<file path="src/rtl/fifo_wr_packer.sv">
// Write-side packer: narrow valid/ready chunks are packed LSB-first into
// FIFO-width words and pushed under registered full back-pressure.
//
// state | meaning
// EMPTY | no chunks held, no word pending
// FILL  | partial word accumulating, no word pending
// HOLD  | completed word waiting in out_reg; accumulation may continue
module fifo_wr_packer #(
  parameter int              IN_W  = 2,
  parameter int              OUT_W = 8,
  parameter logic [IN_W-1:0] PAD   = '0,
  parameter int              CNT_W = 16
) (
  input  logic             wclk,
  input  logic             rst_n,
  input  logic             din_valid,
  input  logic [IN_W-1:0]  din,
  input  logic             din_last,
  output logic             din_ready,
  input  logic             fifo_wfull,
  output logic             fifo_winc,
  output logic [OUT_W-1:0] fifo_wdata,
  output logic [CNT_W-1:0] wr_cnt,
  output logic             busy
);

  localparam int RATIO = OUT_W / IN_W;
  localparam int IDX_W = (RATIO > 1) ? $clog2(RATIO) : 1;

  typedef enum logic [1:0] {
    ST_EMPTY = 2'd0,
    ST_FILL  = 2'd1,
    ST_HOLD  = 2'd2
  } state_t;

  logic [OUT_W-1:0] accum_q, accum_d;
  logic [IDX_W-1:0] idx_q, idx_d;
  logic [OUT_W-1:0] out_q, out_d;
  logic             pending_q, pending_d;
  logic [CNT_W-1:0] wr_cnt_q, wr_cnt_d;

  state_t           state;
  logic             accept;
  logic             complete;
  logic [OUT_W-1:0] word;

  always_ff @(posedge wclk or negedge rst_n) begin
    if (!rst_n) begin
      accum_q   <= '0;
      idx_q     <= '0;
      out_q     <= '0;
      pending_q <= 1'b0;
      wr_cnt_q  <= '0;
    end else begin
      accum_q   <= accum_d;
      idx_q     <= idx_d;
      out_q     <= out_d;
      pending_q <= pending_d;
      wr_cnt_q  <= wr_cnt_d;
    end
  end

  always_comb begin
    state     = ST_EMPTY;
    accum_d   = accum_q;
    idx_d     = idx_q;
    out_d     = out_q;
    pending_d = pending_q;
    wr_cnt_d  = wr_cnt_q;
    word      = '0;

    if (pending_q)
      state = ST_HOLD;
    else if (idx_q != '0)
      state = ST_FILL;

    din_ready = !((state == ST_HOLD) && fifo_wfull);
    fifo_winc = (state == ST_HOLD) && !fifo_wfull;
    busy      = (state != ST_EMPTY);
    accept    = din_valid && din_ready;
    complete  = accept && ((idx_q == IDX_W'(RATIO - 1)) || din_last);

    // Held slots below idx, current chunk at idx, padding above.
    for (int i = 0; i < RATIO; i++) begin
      if (i < int'(idx_q))
        word[i*IN_W +: IN_W] = accum_q[i*IN_W +: IN_W];
      else if (i == int'(idx_q))
        word[i*IN_W +: IN_W] = din;
      else
        word[i*IN_W +: IN_W] = PAD;
    end

    if (fifo_winc) begin
      pending_d = 1'b0;
      if (wr_cnt_q != '1)
        wr_cnt_d = wr_cnt_q + CNT_W'(1);
    end

    // Completion overrides the drain so a back-to-back word keeps pending high.
    if (complete) begin
      out_d     = word;
      pending_d = 1'b1;
      idx_d     = '0;
      accum_d   = '0;
    end else if (accept) begin
      accum_d[int'(idx_q)*IN_W +: IN_W] = din;
      idx_d = idx_q + IDX_W'(1);
    end
  end

  assign fifo_wdata = out_q;
  assign wr_cnt     = wr_cnt_q;

endmodule

</file>
<file path="config.mk">
export PLATFORM = sky130hd
export DESIGN_NAME = fifo_wr_packer
export DESIGN_NICKNAME = d
export VERILOG_FILES = /design/src/rtl/fifo_wr_packer.sv
export SDC_FILE = /design/constraint.sdc
export NUM_CORES = 1
export LEC_CHECK = 0
export CAP_MARGIN = 25
export CORE_UTILIZATION = 45
export DETAILED_ROUTE_END_ITERATION = 7
export PLACE_DENSITY = 0.78
export SYNTH_ARGS = -nofsm -noshare
export SYNTH_HDL_FRONTEND = slang
export SYNTH_SLANG_ARGS = --single-unit
</file>
<file path="constraint.sdc">
create_clock -name wclk -period 1.5 [get_ports wclk]
set_input_delay 0.3 -clock wclk [delete_from_list [all_inputs] [get_ports wclk]]
set_output_delay 0.3 -clock wclk [all_outputs]
set_load 0.05 [all_outputs]
</file>
Word level (Yosys, flattened, before mapping)
Cells that the tools add are included.

Latch bits: 0. Bits in registers: 35. Bits in read-only memories: 0. Memories: 0. Logic and storage cells: 48. Output and inout bits: 27. RAM bits: 0. Input port bits: 7.

Shift operators: 2. Equality and inequality tests: 6. Magnitude comparators: 3. Multiply operators: 0. Bitwise logic cells: 0. Reductions and logical operators: 13. $add $sub $neg: 3. Divide/modulo/power cells: 0. Muxes and demuxes: 16.

Operators with widths (number): $neg A3 Y33 (1); $shift A2 B33 Y8 const A (1); $shiftx A2 B33 Y8 (1); $mux W2 (10); $add A16 B1 Y16 const B (1); $mux W8 (2); $ne A16 B16 Y1 const B (1); $bwmux W8 (1); $reduce_bool A2 Y1 (4); $eq A2 B2 Y1 const A (2); $eq A2 B2 Y1 const B (2); $logic_and A1 B1 Y1 (4); $lt A1 B2 Y1 const A (2); $mux W1 (3); $add A2 B1 Y2 const B (1); $eq A1 B2 Y1 const A (1); $logic_not A1 Y1 (2); $logic_not A2 Y1 (1); $lt A2 B2 Y1 const A (1); $reduce_and A2 Y1 (1); $logic_or A1 B1 Y1 (1).

Logic depth before layout (Yosys ltp)
Depth in word-level cells: 9. Gate-level depth with buffers: 7. Mapped depth without buffers: 6.

Worst setup path before layout
No wires, ideal clock.

Kind: register -> register. Start point: register wr_cnt_q[0] (netlist: wr_cnt[0]). End point: register wr_cnt_q[4] (netlist: wr_cnt[4]). Cell stages (with the launch flop): 7. Setup slack: -496 ps. Library setup time: 145 ps. Buffers on the path: 1. Data arrival time: 1851 ps. Period minus slack after synthesis: 1996 ps. Cell sequence: dfrtp_1 ha_1 nand4_1 nor4_2 buf_2 nor4b_1 xor2_1.

Cells in the longest elaborated chain, start to end: 2. Elaborated cells between the ends (all ways): 3. Those cells by class: 1 x add/sub; 1 x eq/ne; 1 x reduce/logical.

RTL lines: start: declaration (line 40) `logic [CNT_W-1:0] wr_cnt_q, wr_cnt_d;`; start signal: assignment (line 59) `wr_cnt_q <= wr_cnt_d;`; branches (longest 2 deep; another with $add A16 B1 Y16).

Several ways; the timed one is not identified. A chain may end at the register's enable or synchronous reset.

Final worst setup path
Start point: register wr_cnt_q[1] (netlist: wr_cnt[1]). End point: register wr_cnt_q[7] (netlist: wr_cnt[7]).

Same word-level chain as after synthesis.

==> metrics.csv <==
metric,value,unit
reg2reg_slack,-0.14,ns
top_usage_layer,met2,
required,1.72,ns
yosysTopAreaCellShare,51.4,%
rsz0062_at_grt,true,
ys_seq_area_share,51.4,%
final_antenna_net_count,0,
final_cells,274,
grt_util_met2,45.6,%
regArea,848,µm²
syn_to_final_growth,77.6,%
hold_buffers,0,
fp.dieW,61.7,µm
worstSetupEndpointType,flop,
synthAdderAreaFrac,4.68,%
finalSetupViolations,17,
grt_max_degree,34,
ioPinCount,34,
layout_commonest_cell,buf_4,
clock_skew,0.00829,ns
synth_top_family_by_area,simple AND/OR/NAND/NOR gates,
path_max_fanout,9,
critPathBufInv,2,
synthXorXnorAreaFrac,7.64,%
synth.area.mux_share,2.65,%
cp-start-kind,flop,
cts_max_level,2,
syn_inst,149,
wirelength,4880,µm
power_switching,0.00137,W
num_rows,21,
coreArea,3390,µm²
swShare,38.9,%
via_per_inst,5.40,
synth_seq_cells,33,
dp_hpwl,3080,µm
initial_utilization,47.4,%
r2r_start,wr_cnt[1]$_DFFE_PN0P_,
syn_avg_cell_area,10.8,µm²
p_int,0.00216,W
crit_arrival,1.85,ns
num_antenna_cells,0,
ir_drop,864,µV
rr_worst_depth,7,
crit_chain,ha_4 -> nand4_1 -> buf_4 -> nor4_4 -> buf_6 -> nor3b_1 -> xor2_1,
cts_tree,yes,
drc,0,
clkTransAtPathRegs,0.10,ns
drive_above_1_share,53.5,%
violations,setup timing,
clkSinkCount,33,
tritoncts.num_buffers,5,
clkPwrFrac,14.0,%
r2r_end,wr_cnt[7]$_DFFE_PN0P_,
hold_class,in2async,
power_density,1240,nW/µm²
cts_root_buffer,clkbuf_4,
multi_input_area,935,µm²
vias,1480,
critPathTopFamily,simple AND/OR/NAND/NOR gates,
worstSetupPathType,reg2reg,
yosysTopAreaCell,dfrtp_1,
grt_pass1_vias,1505,
maxCapViolations,0,
seq_power_share,33.7,%
ys_warn_count,0,
synth-simple-area-share,21.9,%
fin_util,84.1,%
drv_slew,0,
gp_congestion,0.926,
slowest_delay,0.40,ns
fillerInstances,158,
slew_headroom,77.7,%
dr.pass1.iters,4,
antenna_found_initial,0,
critPathSlowestCell,dfrtp_2,
use_met1,27.2,%
use_met3,7.66,%
hold_violations,0,
final_cell_mix,"38 x buf_4, 29 x buf_12, 18 x dfrtp_2",
netlist_area,1610,µm²
routedWlPerCell,17.8,µm
tns,-1.57,ns
fin_crit_sh,109,%
clock_path_buffers,2,
status,"finished, violations left",
fin_nets,240,
p_leak,1.32,nW
port_buffers,33,
clk_latency,0.35,ns
grt_pass1_wl,6820,µm
worst_slew_pin_slew,0.331,ns
synthTopCellsByArea,"dfrtp_1 51%, xor2_1 7.6%, ha_1 4.7%",
mappedNetlistNets,162,
grt_usage,25.5,%
synth_compound_area_share,9.90,%
pwr-share-comb,52.3,%
placed_cells,253,
fin_crit,1.64,ns
gr-total-overflow,0,
synth.distinct_cells,30,
die_area,3810,µm²
fmax,610,MHz
die_h,61.7,µm
cp.depth,7,
setup_ws,-0.138,ns
first_iter_violations,88,
[Yosys cell counts]
master,number
dfrtp_1,33
nand2_1,18
xor2_1,14
o21ai_0,11
nor3_1,7
a22o_1,6
ha_1,6
nor2_1,5
a21oi_1,4
nand3_1,4
nand4_1,4
and3_1,3
inv_1,3
nor3b_1,3
nor4_1,3
or2_2,3
a32o_1,2
and2_1,2
buf_2,2
clkbuf_1,2
mux2_2,2
mux2i_1,2
nand2b_1,2
nor4b_2,2
a21boi_2,1
nand4b_1,1
nor4_2,1
nor4b_1,1
nor4bb_1,1
or3_4,1
[registers in the layout, summed over array words and instances (netlist names)]
signal and cells:
accum_q 6, fifo_wdata 8, idx_q 2, pending_q 1, wr_cnt 16
[stage by stage]
stage / hold WS (ns) / worst slack (ns) / power [W] / cell area, µm²
2_1_floorplan: 0.00441 / -0.191 / 0.00192 / 1670
3_3_place_gp: 0.487 / -0.334 / 0.00271 / 2530
3_5_place_dp: 0.489 / -0.387 / 0.00277 / 2530
4_1_cts: 0.327 / -0.0820 / 0.00343 / 2740
5_1_grt: 0.327 / -0.179 / 0.00368 / 2850
6_report: 0.318 / -0.138 / 0.00353 / 2850
[power by group through the flow]
stage	Combinational, W	Sequential (W)	Clock [W]
3_3_place_gp	0.00151	0.00120	0
6_report	0.00185	0.00119	0.000494
4_1_cts	0.00175	0.00119	0.000492
5_1_grt	0.00195	0.00120	0.000531
2_1_floorplan	0.000370	0.00155	0
3_5_place_dp	0.00156	0.00121	0
[kinds of logic (layout without fill, tap and decap cells)]
kind of cell | Yosys count | count (layout)
compound gates | 24 | 24
flops | 33 | 33
mux | 4 | 4
xor+xnor | 14 | 14
fa+ha+maj | 6 | 6
buf+inv | 7 | 86
simple gates | 61 | 61
[area by class of cell]
type                    instances  area share (%)
flip-flops and latches         33            29.8
repair buffers                 75            33.2
inverters                       3           0.483
multi-input cells             109            32.8
well taps                      46            2.02
clock buffers                   8            1.71
[per-layer routing]
| metal | routed length (µm) | vias to the layer above |
|---|---|---|
| li1 | - | 689 |
| met1 | 1860 | 733 |
| met2 | 2740 | 49 |
| met3 | 189 | 9 |
| met4 | 86 | 0 |
| met5 | 0 | - |
[worst max path at each step]
stage	startpoint	endpoint	slack, ns
after floorplan	wr_cnt[8]$_DFFE_PN0P_	wr_cnt[4]$_DFFE_PN0P_	-0.19
after global placement	fifo_wfull	wr_cnt[15]$_DFFE_PN0P_	-0.33
after detailed placement	fifo_wfull	wr_cnt[15]$_DFFE_PN0P_	-0.39
after CTS	wr_cnt[1]$_DFFE_PN0P_	wr_cnt[1]$_DFFE_PN0P_	-0.08
after global routing	wr_cnt[1]$_DFFE_PN0P_	wr_cnt[7]$_DFFE_PN0P_	-0.18
final	wr_cnt[1]$_DFFE_PN0P_	wr_cnt[7]$_DFFE_PN0P_	-0.14
[worst reg2reg max path, stage by stage (launching register included)]
cell,delay [ns]
dfrtp_2,0.40
ha_4,0.15
nand4_1,0.13
buf_4,0.18
nor4_4,0.22
buf_6,0.20
nor3b_1,0.07
xor2_1,0.16
[what timing repair did]
item	4_1_cts	5_1_grt
buffers inserted	8	5
endpoints found under the setup margin	22	33
resized for setup	23	14
pin swaps	5	6
Power figures use the tool's default switching activity.
==> RTL edit 1: new RTL, same settings <==
Change the parameter `CNT_W` from 16 to 12.
--- a/src/rtl/fifo_wr_packer.sv
+++ b/src/rtl/fifo_wr_packer.sv
@@ -11,3 +11,3 @@
   parameter logic [IN_W-1:0] PAD   = '0,
-  parameter int              CNT_W = 16
+  parameter int              CNT_W = 12
 ) (
Interface: changed (resized wr_cnt); port bits go from 34 to 30. No check against the original RTL was run, so the function may have changed too.
==> RTL edit 1 against the original RTL <==
  * The run ends with DRC, setup timing left
  * Synthesized area decreased by 13%
  * Worst setup slack got worse by 0.0055 ns
  * Utilization increased by 2.8 points
  * First-iteration DRC count increased by 32%
  * Sequential cell count decreased by 4
  * Cell area decreased by 13%
  * Count of clock-buffer cells in the layout decreased by 1
  * Wire length decreased by 6.3%
  * Fmax decreased by 0.34%
  * Non-clock buffer count decreased by 7
  * Total power increased by 7.0%
  * Combinational power increased by 9.7%
  * Critical endpoint is now wr_cnt[5]
==> RTL edit 1: results (changes against the original RTL) <==
fillers 120 (-24%); met1 usage 33.8% (+6.5 points); top post-synthesis cells by count dfrtp_1 (29), nand2_1 (21), o21ai_0 (17); Slew @ Worst Pin 0.356 ns (+0.0252 ns); synth top area cells dfrtp_1 (52%), o21ai_0 (6.1%), nand2_1 (5.7%); R2R cell count 5 (-2); mux contribution to synthesized area 3.32% (+0.67 points); Crit path largest cell delay 0.60 ns (+0.20 ns); layout cell share with drive strength beyond 1 52.2% (-1.4 points); net load switching power 1.45 mW (+5.7%); Final Wtd Congestion 0.894 (-3.5%); failing checks DRC, setup timing; Worst R2R End wr_cnt[5]; syn nets 150 (-7.4%); Setup TNS Final -0.541 ns (+1.03 ns); final worst slack -0.144 ns (-0.00554 ns); GRT Util Overall 26.3% (+0.78 points); compound-cell area share of the yosys netlist 11.9% (+2.0 points); outcome complete, but fails checks; initial drt markers 116 (+32%); Routed WL 4570 um (-6.3%); met3 WL 250 um (+32%); vias in the first global route 1,338 (-11%); met3 Use GR 7.59% (-0.071 points); VDD IR-drop max 1.14 mV (+32%); WL met1 1920 um (+3.0%); DRC 3 (+3); DP HPWL 2700 um (-12%); Largest register FFs 12 (-4); WL met2 2180 um (-20%); final setup fails 10 (-7); register area share after synthesis 52.1% (+0.67 points); synthesized-area fraction occupied by adder cells 5.39% (+0.71 points); met2 usage 41.9% (-3.8 points); leakage power total 1.11 nW (-16%); global-route wire length before repair 6380 um (-6.4%); DRT Pass-1 Iters 6 (+2); nets@finish 221 (-7.9%); Synth Area in XOR/XNOR 4.40% (-3.2 points)
==> RTL edit 1: cell count changes after synthesis, moves of 6 or more <==
cell,change
nor3_1,-7
xnor2_1,+6
nand3_1,+7
o21ai_0,+6
xor2_1,-13
a22o_1,-6
==> RTL edit 1: layout make-up <==
| cell class | count | share of cell area (%) |
|---|---|---|
| repair buffers | 68 | 34.1 |
| multi-input cells | 102 | 30.7 |
| flip-flops and latches | 29 | 29.8 |
| clock buffers | 7 | 2.22 |
| well taps | 31 | 1.56 |
| clock inverters | 1 | 1.21 |
| inverters | 2 | 0.404 |
==> RTL edit 1: how the worst min path moves through the flow <==
stage	startpoint	end	slack [ns]
2_1_floorplan	rst_n	accum_q[0]	0.004
3_3_place_gp	accum_q[3]	accum_q[3]	0.47
3_5_place_dp	accum_q[0]	accum_q[0]	0.48
4_1_cts	rst_n	accum_q[2]	0.35
5_1_grt	rst_n	wr_cnt[7]	0.37
6_report	rst_n	wr_cnt[2]	0.34
==> RTL edit 1: power by group through the flow <==
stage	Clock (mW)	Sequential (mW)	Combinational, mW
after floorplan	0	1.49	0.401
after global placement	0	1.07	1.69
after detailed placement	0	1.08	1.73
after CTS	0.676	1.06	1.85
after global routing	0.718	1.09	2.12
final	0.683	1.07	2.03
==> RTL edit 1: repair_timing <==
| action | in CTS | in global routing |
|---|---|---|
| resized for setup | 21 | 31 |
| pin swaps | 4 | 11 |
| cloned | 0 | 0 |
| buffers inserted | 8 | 6 |
| setup endpoints to repair | 13 | 26 |
| hold buffers | 0 | 0 |
==> RTL edit 1: through the flow <==
step / area (um^2) / setup WS, ns / instances
final: 2480 / -0.144 / 240
after global routing: 2480 / -0.159 / 240
after CTS: 2350 / -0.0564 / 234
after detailed placement: 2150 / -0.324 / 218
after global placement: 2150 / -0.234 / 218
after floorplan: 1430 / -0.392 / 137
==> RTL edit 2: new RTL, config.mk and constraints unchanged <==
Without the edit above. Make the reset (`rst_n`) synchronous in one clocked block.
--- a/src/rtl/fifo_wr_packer.sv
+++ b/src/rtl/fifo_wr_packer.sv
@@ -46,3 +46,3 @@
 
-  always_ff @(posedge wclk or negedge rst_n) begin
+  always_ff @(posedge wclk) begin
     if (!rst_n) begin
Formal check against the unedited RTL: differs if rst_n is asserted again (counterexample within 4 cycles, from zero or initial values and one cycle with rst_n low); with rst_n held inactive, the same outputs for 10 cycles.
==> RTL edit 2 against the original RTL <==
  * The run now fails in global routing (5_1_grt)
  * Synthesized cell count up 30%
  * Synthesized area increased by 2.6%
==> RTL edit 2: results (changes against the original RTL) <==
register area share after synthesis 40.1% (-11 points); DP HPWL 3810 um (+24%); I/O Buffers 33 (unchanged); syn nets 207 (+28%); synth top area cells dfxtp_1 (40%), a21oi_1 (6.7%), ha_1 (5.3%); Final Wtd Congestion 0.825 (-11%); total CTS buffers 5 (unchanged); failing step global routing (5_1_grt); #FFs+latches synth 33 (unchanged); Err [ERROR DPL-0033] detailed placement checks failed during check placement.; worst endpoint type sequential cell input; Clock Path Buffers 2 (unchanged); Clock Tree Root clkbuf_4; top post-synthesis cells by count dfxtp_1 (33), a21oi_1 (22), nand2_1 (19); outcome did not finish; Yosys Warn Count 0 (unchanged); worst_ep grt wr_cnt[13]$_SDFFE_PN0P_/D; largest net degree at the start of global routing 13; initial antenna violation count 0; FFs w/ async S/R, synth 0% (-100 points); post-synth cell types 40 (+33%); H-Tree Depth 2 (unchanged)
-- RTL edit 2: logic make-up after synthesis --
logic type	synth area share [%]
flip-flops	40.1
adder cells (fa/ha/maj)	5.32
multiplexers	1.82
buffers and inverters	3.65
AND/OR/NAND/NOR	29.9
AO/OA/AOI/OAI	18.7
XOR/XNOR	0.532
-- RTL edit 2: what timing repair did --
item | in CTS
gates cloned | 0
pin swaps | 15
gates resized for setup | 37
hold buffers | 0
setup endpoints to repair | 26
buffers inserted | 8
-- RTL edit 2: metrics by stage --
step                      util (%)  area (um^2)  setup slack, ns  instances  setup TNS, ns
after floorplan                  -         1730           -0.164        193          -1.37
after global placement        80.6         2750           -0.496        318          -9.74
after detailed placement      80.6         2750           -0.574        318         -11.94
after CTS                     87.2         2980          -0.0823        334         -0.440
